$ cat config.mk
export PLATFORM = sky130hd
export DESIGN_NAME = status_uart_tx
export DESIGN_NICKNAME = d
export VERILOG_FILES = /design/src/rtl/status_uart_tx.sv
export SDC_FILE = /design/constraint.sdc
export NUM_CORES = 1
export LEC_CHECK = 0
export CELL_PAD_IN_SITES_DETAIL_PLACEMENT = 1
export CELL_PAD_IN_SITES_GLOBAL_PLACEMENT = 2
export CORE_ASPECT_RATIO = 0.6
export CORE_MARGIN = 2
export CORE_UTILIZATION = 36
export DETAILED_ROUTE_END_ITERATION = 8
export GPL_TIMING_DRIVEN = 0
export PLACE_DENSITY = 0.87
export SETUP_SLACK_MARGIN = 0.1
export SYNTH_ARGS = -nofsm -noshare
export SYNTH_HDL_FRONTEND = slang
export SYNTH_SLANG_ARGS = --single-unit
$ cat constraint.sdc
create_clock -name clk -period 4.56 [get_ports clk]
set_input_delay 0.684 -clock clk [delete_from_list [all_inputs] [get_ports clk]]
set_output_delay 0.684 -clock clk [all_outputs]
set_load 0.01 [all_outputs]
$ cat src/rtl/status_uart_tx.sv
// Status UART transmitter: serialises one byte per request as 8N1, or 8E1 when STATUS_UART_TX_PARITY_EN is defined.
// Latency: start bit appears on TxD the cycle after acceptance; tx_done pulses on the first IDLE cycle after STOP.
// Backpressure: a request is taken only in IDLE (including the tx_done cycle); tx_start is ignored while tx_busy is high.
module status_uart_tx #(
    parameter int CLKS_PER_BIT = 434
) (
    input  logic       clk,
    input  logic       reset,
    input  logic       tx_start,
    input  logic [7:0] tx_data,
    output logic       TxD,
    output logic       tx_busy,
    output logic       tx_done
);

    // Baud counter spans 0..CLKS_PER_BIT-1; keep at least one bit for the degenerate width case.
    localparam int CW = (CLKS_PER_BIT > 1) ? $clog2(CLKS_PER_BIT) : 1;
    localparam logic [CW-1:0] BAUD_LAST = CW'(CLKS_PER_BIT - 1);

`ifdef STATUS_UART_TX_PARITY_EN
    typedef enum logic [2:0] {
        IDLE   = 3'd0,
        START  = 3'd1,
        DATA   = 3'd2,
        PARITY = 3'd3,
        STOP   = 3'd4
    } state_t;
`else
    typedef enum logic [2:0] {
        IDLE   = 3'd0,
        START  = 3'd1,
        DATA   = 3'd2,
        STOP   = 3'd4
    } state_t;
`endif

    state_t          state_q;
    logic [CW-1:0]   baud_q;
    logic [CW-1:0]   baud_d;
    logic            baud_wrap_d;
    logic [2:0]      bit_idx_q;
    logic [7:0]      shift_q;
    logic            txd_q;
    logic            busy_q;
    logic            done_q;
`ifdef STATUS_UART_TX_PARITY_EN
    logic            parity_q;
`endif

    // Baud timing: the last cycle of every bit is the one where the counter sits at CLKS_PER_BIT-1.
    always_comb begin
        baud_wrap_d = (baud_q == BAUD_LAST);
        baud_d      = baud_wrap_d ? '0 : baud_q + CW'(1);
    end

    // Frame sequencer; every output is produced by this register stage so TxD is glitch-free.
    always_ff @(posedge clk) begin
        if (reset) begin
            state_q   <= IDLE;
            baud_q    <= '0;
            bit_idx_q <= 3'd0;
            shift_q   <= 8'd0;
            txd_q     <= 1'b1;
            busy_q    <= 1'b0;
            done_q    <= 1'b0;
`ifdef STATUS_UART_TX_PARITY_EN
            parity_q  <= 1'b0;
`endif
        end else begin
            // tx_done is a single-cycle strobe; only the STOP->IDLE step raises it.
            done_q <= 1'b0;
            case (state_q)
                IDLE: begin
                    txd_q  <= 1'b1;
                    busy_q <= 1'b0;
                    baud_q <= '0;
                    if (tx_start) begin
                        // Byte is captured here only; later tx_data changes cannot reach the line.
                        shift_q   <= tx_data;
                        bit_idx_q <= 3'd0;
`ifdef STATUS_UART_TX_PARITY_EN
                        parity_q  <= ^tx_data;
`endif
                        state_q   <= START;
                        txd_q     <= 1'b0;
                        busy_q    <= 1'b1;
                    end
                end

                START: begin
                    baud_q <= baud_d;
                    if (baud_wrap_d) begin
                        state_q <= DATA;
                        txd_q   <= shift_q[0];
                    end
                end

                DATA: begin
                    baud_q <= baud_d;
                    if (baud_wrap_d) begin
                        if (bit_idx_q == 3'd7) begin
`ifdef STATUS_UART_TX_PARITY_EN
                            state_q <= PARITY;
                            txd_q   <= parity_q;
`else
                            state_q <= STOP;
                            txd_q   <= 1'b1;
`endif
                        end else begin
                            // Shift toward bit 0 and present the next bit in the same edge.
                            bit_idx_q <= bit_idx_q + 3'd1;
                            shift_q   <= {1'b0, shift_q[7:1]};
                            txd_q     <= shift_q[1];
                        end
                    end
                end

`ifdef STATUS_UART_TX_PARITY_EN
                PARITY: begin
                    baud_q <= baud_d;
                    if (baud_wrap_d) begin
                        state_q <= STOP;
                        txd_q   <= 1'b1;
                    end
                end
`endif

                STOP: begin
                    baud_q <= baud_d;
                    if (baud_wrap_d) begin
                        // Returning to IDLE here lets a request be taken in the tx_done cycle.
                        state_q <= IDLE;
                        txd_q   <= 1'b1;
                        busy_q  <= 1'b0;
                        done_q  <= 1'b1;
                    end
                end

                default: begin
                    state_q <= IDLE;
                    baud_q  <= '0;
                    txd_q   <= 1'b1;
                    busy_q  <= 1'b0;
                end
            endcase
        end
    end

    assign TxD     = txd_q;
    assign tx_busy = busy_q;
    assign tx_done = done_q;

endmodule

Word level (Yosys, flattened, before mapping)
Index checks and enable logic that the tools add are counted.
{"block": "totals", "inputBits": 11, "register_bits": 26, "word_cells": 57}
{"block": "classes", "eq_ne": 11, "bitwise_logic": 3, "n_mux": 24, "reduce_logical": 10, "addsub": 2}
{"cell": "2-to-1 mux 3 bit", "n": 8}
{"cell": "2-to-1 mux 8 bit", "n": 3}
{"cell": "one-hot mux 8 bit (2 select lines)", "n": 1}
{"cell": "inequality test 2 bit, second input constant", "n": 6}
{"cell": "one-hot mux 3 bit (4 select lines)", "n": 1}
{"cell": "adder 9 x 1 -> 9 bit, second input constant", "n": 1}
{"cell": "== test 9 bit, second input constant", "n": 1}
{"cell": "2-to-1 mux 1 bit", "n": 8}
{"cell": "== test 3 bit, second input constant", "n": 2}
{"cell": "one-hot mux 3 bit (2 select lines)", "n": 1}
{"cell": "OR reduction 3 bit", "n": 2}
{"cell": "AND reduction 5 bit", "n": 1}
{"cell": "one-hot mux 1 bit (4 select lines)", "n": 1}
{"cell": "AND reduction 4 bit", "n": 1}
{"cell": "OR reduction 2 bit", "n": 2}
{"cell": "adder 3 x 1 -> 3 bit, second input constant", "n": 1}
{"cell": "== test 3 x 1 -> 1 bit, second input constant", "n": 1}
{"cell": "== test 3 x 2 -> 1 bit, second input constant", "n": 1}
{"cell": "logical NOT 3 bit", "n": 1}
{"cell": "NOT 1 bit", "n": 3}
{"cell": "one-hot mux 1 bit (3 select lines)", "n": 1}
{"cell": "AND reduction 3 bit", "n": 1}
{"cell": "AND reduction 2 bit", "n": 1}
{"cell": "nonzero test 2 bit", "n": 1}

Logic depth before layout (Yosys ltp)
Gate-level depths: netlist (run 1).
{"block": "depth", "word_depth": 4, "mapped_depth": 7, "ltp_nobuf": 6}

Worst setup path after synthesis (run 1)
No wires, ideal clock.
{"block": "synth_path", "path_kind": "input -> register", "from": "input tx_start", "to": "register bit_idx_q[0]", "stages": 4, "setup_slack_ns": 2.621, "required_ns": 4.490, "n_path_buf": 0, "arrival_time_ns": 1.869, "setup_time_ns": 0.070, "path_cell_list": "or4b_4 > o21a_1 > or4_1 > a21oi_1"}
{"block": "synth_between", "elab_chain_cells": 2}
{"item": "from (decl)", "line": "9", "text": "input logic tx_start,"}
{"item": "inequality test 2 bit (no source line)"}
{"item": "AND reduction 4 bit (no source line)"}
{"item": "to (signal assigned)", "line": "111", "text": "bit_idx_q <= bit_idx_q + 3'd1;"}
{"item": "to (decl)", "line": "41", "text": "logic [2:0] bit_idx_q;"}
Every way passes these cells.
A chain may end at the register's enable or synchronous reset.

Worst setup path after layout (run 1)
Same ends and word-level chain as after synthesis.

==> impl_metrics.py, run 1 <==
metrics = {
    "outcome": {
        "status": "finished, final reports clean",
    },
    "worst_hold_path": {
        "hold_path.class": "reg2reg",
    },
    "floorplanning": {
        "die-area_um2": 4040,
        "initial_core_util_pct": 38.3,
        "core_area_um2": 3320,
        "pin_count": 14,
        "die_x_um": 80.8,
        "rows": 16,
        "die_h_um": 50.1,
    },
    "synthesis": {
        "yosysWarningCount": 0,
        "synth_top_area_share_pct": 40.9,
        "avgSynthCellArea_um2": 9.22,
        "netlist_area_um2": 1270,
        "syn_nets": 153,
        "netlist.top_cell.by_area": "dfxtp_1",
        "synth.ff_latch_count": 26,
        "yosysSeqAreaShare_pct": 40.9,
        "ys_types": 36,
        "syn_inst": 138,
        "yosys-top-cells-area": "dfxtp_1, mux2i_1, a21oi_1, a311oi_1, nor2_1",
    },
    "detailed_routing": {
        "viasPerCell": 5.68,
        "postRouteAntennaNets": 0,
        "drtIter0Drc": 68,
        "dr.pass1.iters": 4,
        "num_vias": 1131,
        "drcViolationCount": 0,
        "totalWireLength_um": 3330,
        "wl_per_cell_um": 16.7,
    },
    "global_route": {
        "grt_overflow": 0,
        "grt_max_degree": 15,
        "grt_pass1_wl_um": 5800,
        "grt_pass1_vias": 1152,
        "antenna_found_initial": 0,
        "grt_usage_pct": 19.0,
    },
    "timing": {
        "setup_viol": 0,
        "fin_crit_sh_pct": 52.3,
        "rsz0062_at_grt": "no",
        "period_needed_ns": 2.39,
        "finalHoldViolations": 0,
        "fin_skew_ns": 0.00789,
        "max_slew.worst_pin.slew_ns": 0.574,
        "hold-worst-slack_ns": 0.476,
        "fmax_mhz": 419,
        "setup_tns_ns": 0,
        "slew_headroom_pct": 61.3,
        "worst_slack_ns": 2.17,
        "slew_violations": 0,
    },
    "clocking": {
        "clk-insertion-delay-late_ns": 0.28,
        "post_cts_buffers": 0,
        "clockBufferDepth": 2,
        "cts_resized": 0,
        "cts_hold_buf": 0,
        "clkTransAtPathRegs_ns": 0.09,
        "cts_tree": "built",
        "htree_num_levels": 1,
        "cts.sinks": 26,
        "cts_made_buffers": 3,
        "root_buffer": "clkbuf_8",
    },
    "placement": {
        "hpwl_um": 2510,
        "port_buffers": 12,
        "place_ws_ns": 1.93,
        "dp.cells": 195,
        "gp_congestion": 0.726,
        "postPlaceCellArea_um2": 1450,
    },
    "cells_and_area": {
        "fill_cells": 395,
        "design_area_um2": 1500,
        "drive_gt1_share_pct": 7.79,
        "syn2layout_area_growth_pct": 18.2,
        "nets": 170,
        "instances_no_fill": 199,
        "utilization_pct": 45.3,
        "antennaDiodeCount": 0,
    },
    "pwr": {
        "p_clk_share_pct": 34.4,
        "swShare_pct": 23.8,
        "p_sw_mw": 0.105,
        "total_power_mw": 0.442,
        "vdd_drop_max_mv": 0.170,
        "powerDensity_nw_per_um2": 294,
        "pwr-share-comb_pct": 10.7,
        "total_leakage_power_nw": 0.547,
        "internal_power_mw": 0.337,
        "seq_power_share_pct": 55.0,
    },
    "critical_path": {
        "start_kind": "primary input",
        "crit_path_end_kind": "flop",
        "worstPathRequired_ns": 4.76,
        "critPathArrivalTime_ns": 2.59,
        "crit_fanout": 5,
        "reg2reg_slack_ns": 2.59,
        "crit_type": "in2reg",
    },
    "job": {
        "maxCapViolCount": 0,
    },
}
metal layers:
layer	global-route usage (%)	vias up	part of all wire, %
met5	0	-	0
li1	-	551	-
met3	5.31	5	3.7
met1	26.1	558	50
met2	29.6	17	46
met4	4.80	0	0.90
critical path, stage by stage:
cell and delay, ns:
clkdlybuf4s50_1 0.57, or4b_4 0.52, o21a_1 0.18, or4_1 0.48
a21oi_1 0.15
cell usage in the layout (no fill, tap or decap), types with 2 or more instances in the layout:
cell | Yosys | layout
a211oi_1 | 3 | 3
a21oi_1 | 15 | 15
a311oi_1 | 7 | 7
buf_2 | 2 | 2
buf_4 | 2 | 2
clkbuf_1 | 2 | 2
clkbuf_8 | 0 | 4
clkdlybuf4s50_1 | 0 | 12
dfxtp_1 | 26 | 26
ha_1 | 4 | 4
inv_1 | 3 | 3
mux2i_1 | 8 | 8
nand2_1 | 3 | 3
nand3_1 | 6 | 6
nand3b_1 | 2 | 2
nand4_1 | 7 | 7
nor2_1 | 15 | 15
o21ai_0 | 7 | 7
xnor2_1 | 5 | 5
xor2_1 | 3 | 3
cells in the mapped netlist:
library cell and instances:
buf_4 2, clkbuf_1 2, mux2i_1 8, or3b_4 1, buf_2 2, nand4b_1 1
nor4bb_1 1, buf_1 1, or4b_4 1, a21oi_1 15, or4_1 1, inv_1 3
and4b_1 1, o21ai_0 7, o21ai_2 1, nor2_1 15, buf_6 1, o21a_1 1
nand4bb_1 1, o31ai_1 1, nor4b_1 1, a31oi_1 1, a211o_1 1, xor2_1 3
o311ai_0 1, ha_1 4, nand3b_1 2, xnor2_1 5, a311oi_1 7, nor3b_1 1
nand2_1 3, nand4_1 7, and3_1 1, nand3_1 6, dfxtp_1 26, a211oi_1 3
final timing paths:
path                                            from                   endpoint  cells past startpoint
worst min register to register  baud_q[0]$_SDFF_PP0_       baud_q[0]$_SDFF_PP0_                      1
worst max register to register  baud_q[0]$_SDFF_PP0_    shift_q[3]$_SDFFE_PP0P_                      6
worst min-delay path            baud_q[0]$_SDFF_PP0_       baud_q[0]$_SDFF_PP0_                      1
worst max-delay path                        tx_start  bit_idx_q[0]$_SDFFE_PP0P_                      5
flip-flops by register name, indices dropped and copies added (netlist names):
name and cells:
baud_q 9, shift_q 8, bit_idx_q 3, state_q 3
TxD 1, tx_busy 1, tx_done 1
power groups by stage:
| stage | registers (mW) | clock network, mW | logic [mW] |
|---|---|---|---|
| after floorplan | 0.247 | 0 | 0.0270 |
| after global placement | 0.247 | 0 | 0.0449 |
| after detailed placement | 0.248 | 0 | 0.0471 |
| after CTS | 0.243 | 0.157 | 0.0474 |
| after global routing | 0.244 | 0.167 | 0.0529 |
| final | 0.243 | 0.152 | 0.0471 |
cells by family after synthesis:
logic type | synth area share (%)
muxes | 6.29
and+or+nand+nor | 19.8
AOI/OAI and AO/OA | 19.0
buffers and inverters | 4.62
adders and majority gates | 3.93
DFF | 40.9
xor gates and xnor gates | 5.51
layout make-up:
cell class / instances / area [um^2] / share of cell area, %
buffer: 8 / 47.5 / 3.16
multi-input combinational: 101 / 693 / 46.1
timing repair buffer: 12 / 120 / 7.99
clock buffer: 4 / 55.1 / 3.66
tap: 45 / 56.3 / 3.74
inverter: 3 / 11.3 / 0.749
sequential: 26 / 520 / 34.6
No activity file was read; power rests on OpenSTA's default activity.
==> run 2: changes to the inputs <==
--- a/config.mk
+++ b/config.mk
@@ -9,10 +9,10 @@
 export CELL_PAD_IN_SITES_GLOBAL_PLACEMENT = 2
 export CORE_ASPECT_RATIO = 0.6
 export CORE_MARGIN = 2
-export CORE_UTILIZATION = 36
+export CORE_UTILIZATION = 34
 export DETAILED_ROUTE_END_ITERATION = 8
 export GPL_TIMING_DRIVEN = 0
-export PLACE_DENSITY = 0.87
+export PLACE_DENSITY = 0.83
 export SETUP_SLACK_MARGIN = 0.1
 export SYNTH_ARGS = -nofsm -noshare
 export SYNTH_HDL_FRONTEND = slang
==> constraint.sdc (replaced) <==
create_clock -name clk -period 2.5 [get_ports clk]
set_input_delay 0.375 -clock clk [delete_from_list [all_inputs] [get_ports clk]]
set_output_delay 0.375 -clock clk [all_outputs]
set_load 0.01 [all_outputs]
==> impl_metrics.py, run 2 (synthesized netlist as in run 1, its figures left out) <==
metrics = {
    "timing": {
        "fin_crit_sh_pct": 81.5,
        "fmax_mhz": 491,
        "worst_slack_ns": 0.462,
        "setup_tns_ns": 0,
        "hold-worst-slack_ns": 0.479,
        "period_needed_ns": 2.04,
        "finalHoldViolations": 0,
        "fin_skew_ns": 0.00205,
        "slew_headroom_pct": 56.5,
        "max_slew.worst_pin.slew_ns": 0.646,
        "rsz0062_at_grt": "no",
        "slew_violations": 0,
        "setup_viol": 0,
    },
    "clocking": {
        "cts_tree": "built",
        "cts_resized": 0,
        "cts.sinks": 26,
        "cts_made_buffers": 3,
        "clkTransAtPathRegs_ns": 0.09,
        "root_buffer": "clkbuf_8",
        "clk-insertion-delay-late_ns": 0.27,
        "cts_hold_buf": 0,
        "post_cts_buffers": 0,
        "htree_num_levels": 1,
        "clockBufferDepth": 2,
    },
    "critical_path": {
        "worstPathRequired_ns": 2.68,
        "slowest_delay_ns": 0.53,
        "crit_type": "in2reg",
        "critPathArrivalTime_ns": 2.22,
        "start_kind": "primary input",
        "crit_slowest_cell": "clkdlybuf4s50_1",
        "critPathTopFamily": "buffers and inverters",
        "crit_path_end_kind": "flop",
        "crit_fanout": 10,
        "crit_chain": "clkdlybuf4s50_1 > or4b_4 > o21ai_2 > buf_2 > a21oi_1 > a311oi_1",
        "cp.buffers_inverters": 2,
    },
    "global_route": {
        "antenna_found_initial": 0,
        "grt_usage_pct": 16.0,
        "grt_pass1_vias": 1084,
        "grt_pass1_wl_um": 5380,
        "grt_max_degree": 15,
        "grt_overflow": 0,
    },
    "detailed_routing": {
        "m1WireLength_um": 1820,
        "wl_per_cell_um": 16.7,
        "wl_met2_um": 1400,
        "drcViolationCount": 0,
        "wl_met3_um": 97,
        "dr.pass1.iters": 4,
        "drtIter0Drc": 67,
        "top_layer": "met4",
        "viasPerCell": 5.54,
        "postRouteAntennaNets": 0,
        "totalWireLength_um": 3350,
        "num_vias": 1113,
    },
    "floorplanning": {
        "rows": 17,
        "core_area_um2": 3640,
        "die_h_um": 51.4,
        "die-area_um2": 4260,
        "initial_core_util_pct": 35.0,
        "die_x_um": 83.0,
        "pin_count": 14,
    },
    "pwr": {
        "powerDensity_nw_per_um2": 535,
        "p_clk_share_pct": 34.3,
        "internal_power_mw": 0.614,
        "vdd_drop_max_mv": 0.242,
        "seq_power_share_pct": 55.0,
        "pwr-share-comb_pct": 10.8,
        "total_power_mw": 0.806,
        "swShare_pct": 23.9,
        "p_sw_mw": 0.192,
        "total_leakage_power_nw": 0.547,
    },
    "placement": {
        "postPlaceCellArea_um2": 1450,
        "place_ws_ns": 0.219,
        "port_buffers": 12,
        "hpwl_um": 2550,
        "gp_congestion": 0.793,
    },
    "cells_and_area": {
        "layout_common_cells": "dfxtp_1, a21oi_1, nor2_1",
        "top_register": "baud_q",
        "nets": 170,
        "syn2layout_area_growth_pct": 18.4,
        "layout_commonest_cell": "dfxtp_1",
        "drive_gt1_share_pct": 7.79,
        "largest_register_ffs": 9,
        "design_area_um2": 1510,
        "fill_cells": 439,
        "largestRegisters": "baud_q: 9 flops, shift_q: 8 flops",
        "antennaDiodeCount": 0,
    },
    "job": {
        "maxCapViolCount": 0,
    },
    "outcome": {
        "status": "finished, final reports clean",
    },
    "worst_hold_path": {
        "hold_path.class": "reg2reg",
    },
}
## run 2: final cells by class
cell class              count  area, um^2  share of cell area [%]
multi-input cells         101         693                    46.0
flip-flops and latches     26         520                    34.6
repair buffers             12         120                    7.97
well taps                  47        58.8                    3.90
clock buffers               4        55.1                    3.65
plain buffers               8        47.5                    3.16
inverters                   3        11.3                   0.748
## run 2: routing by layer
layer | up-vias | global-route usage (%)
met2 | 16 | 23.9
li1 | 551 | -
met5 | - | 0
met3 | 2 | 4.04
met4 | 0 | 2.46
met1 | 544 | 23.6
## run 2: worst register-to-register path: cells and delay by family (launching register included)
kind	cells	cell delay, ns
AOI/OAI and AO/OA	2	0.70
and+or+nand+nor	1	0.43
DFF	1	0.34
buffers and inverters	2	0.46
## run 2: path summary, 6_finish.rpt
path,cells past startpoint,start,slack [ns],endpoint
min reg2reg,1,baud_q[0]$_SDFF_PP0_,0.48,baud_q[0]$_SDFF_PP0_
max reg2reg,5,state_q[1]$_SDFFE_PP0P_,0.46,shift_q[5]$_SDFFE_PP0P_
max,6,tx_start,0.46,shift_q[4]$_SDFFE_PP0P_
min,1,baud_q[0]$_SDFF_PP0_,0.48,baud_q[0]$_SDFF_PP0_
## run 2: through the flow
stage	instances	util, %
2_1_floorplan	138	-
3_3_place_gp	197	39.9
3_5_place_dp	197	39.9
4_1_cts	201	41.4
5_1_grt	201	41.4
6_report	201	41.4
## run 2: power by group through the flow
stage,Sequential [mW],Clock (mW),Combinational (mW)
final,0.443,0.276,0.0869
after global routing,0.446,0.304,0.0944
after CTS,0.443,0.288,0.0864
after detailed placement,0.453,0,0.0859
after global placement,0.452,0,0.0814
after floorplan,0.451,0,0.0492
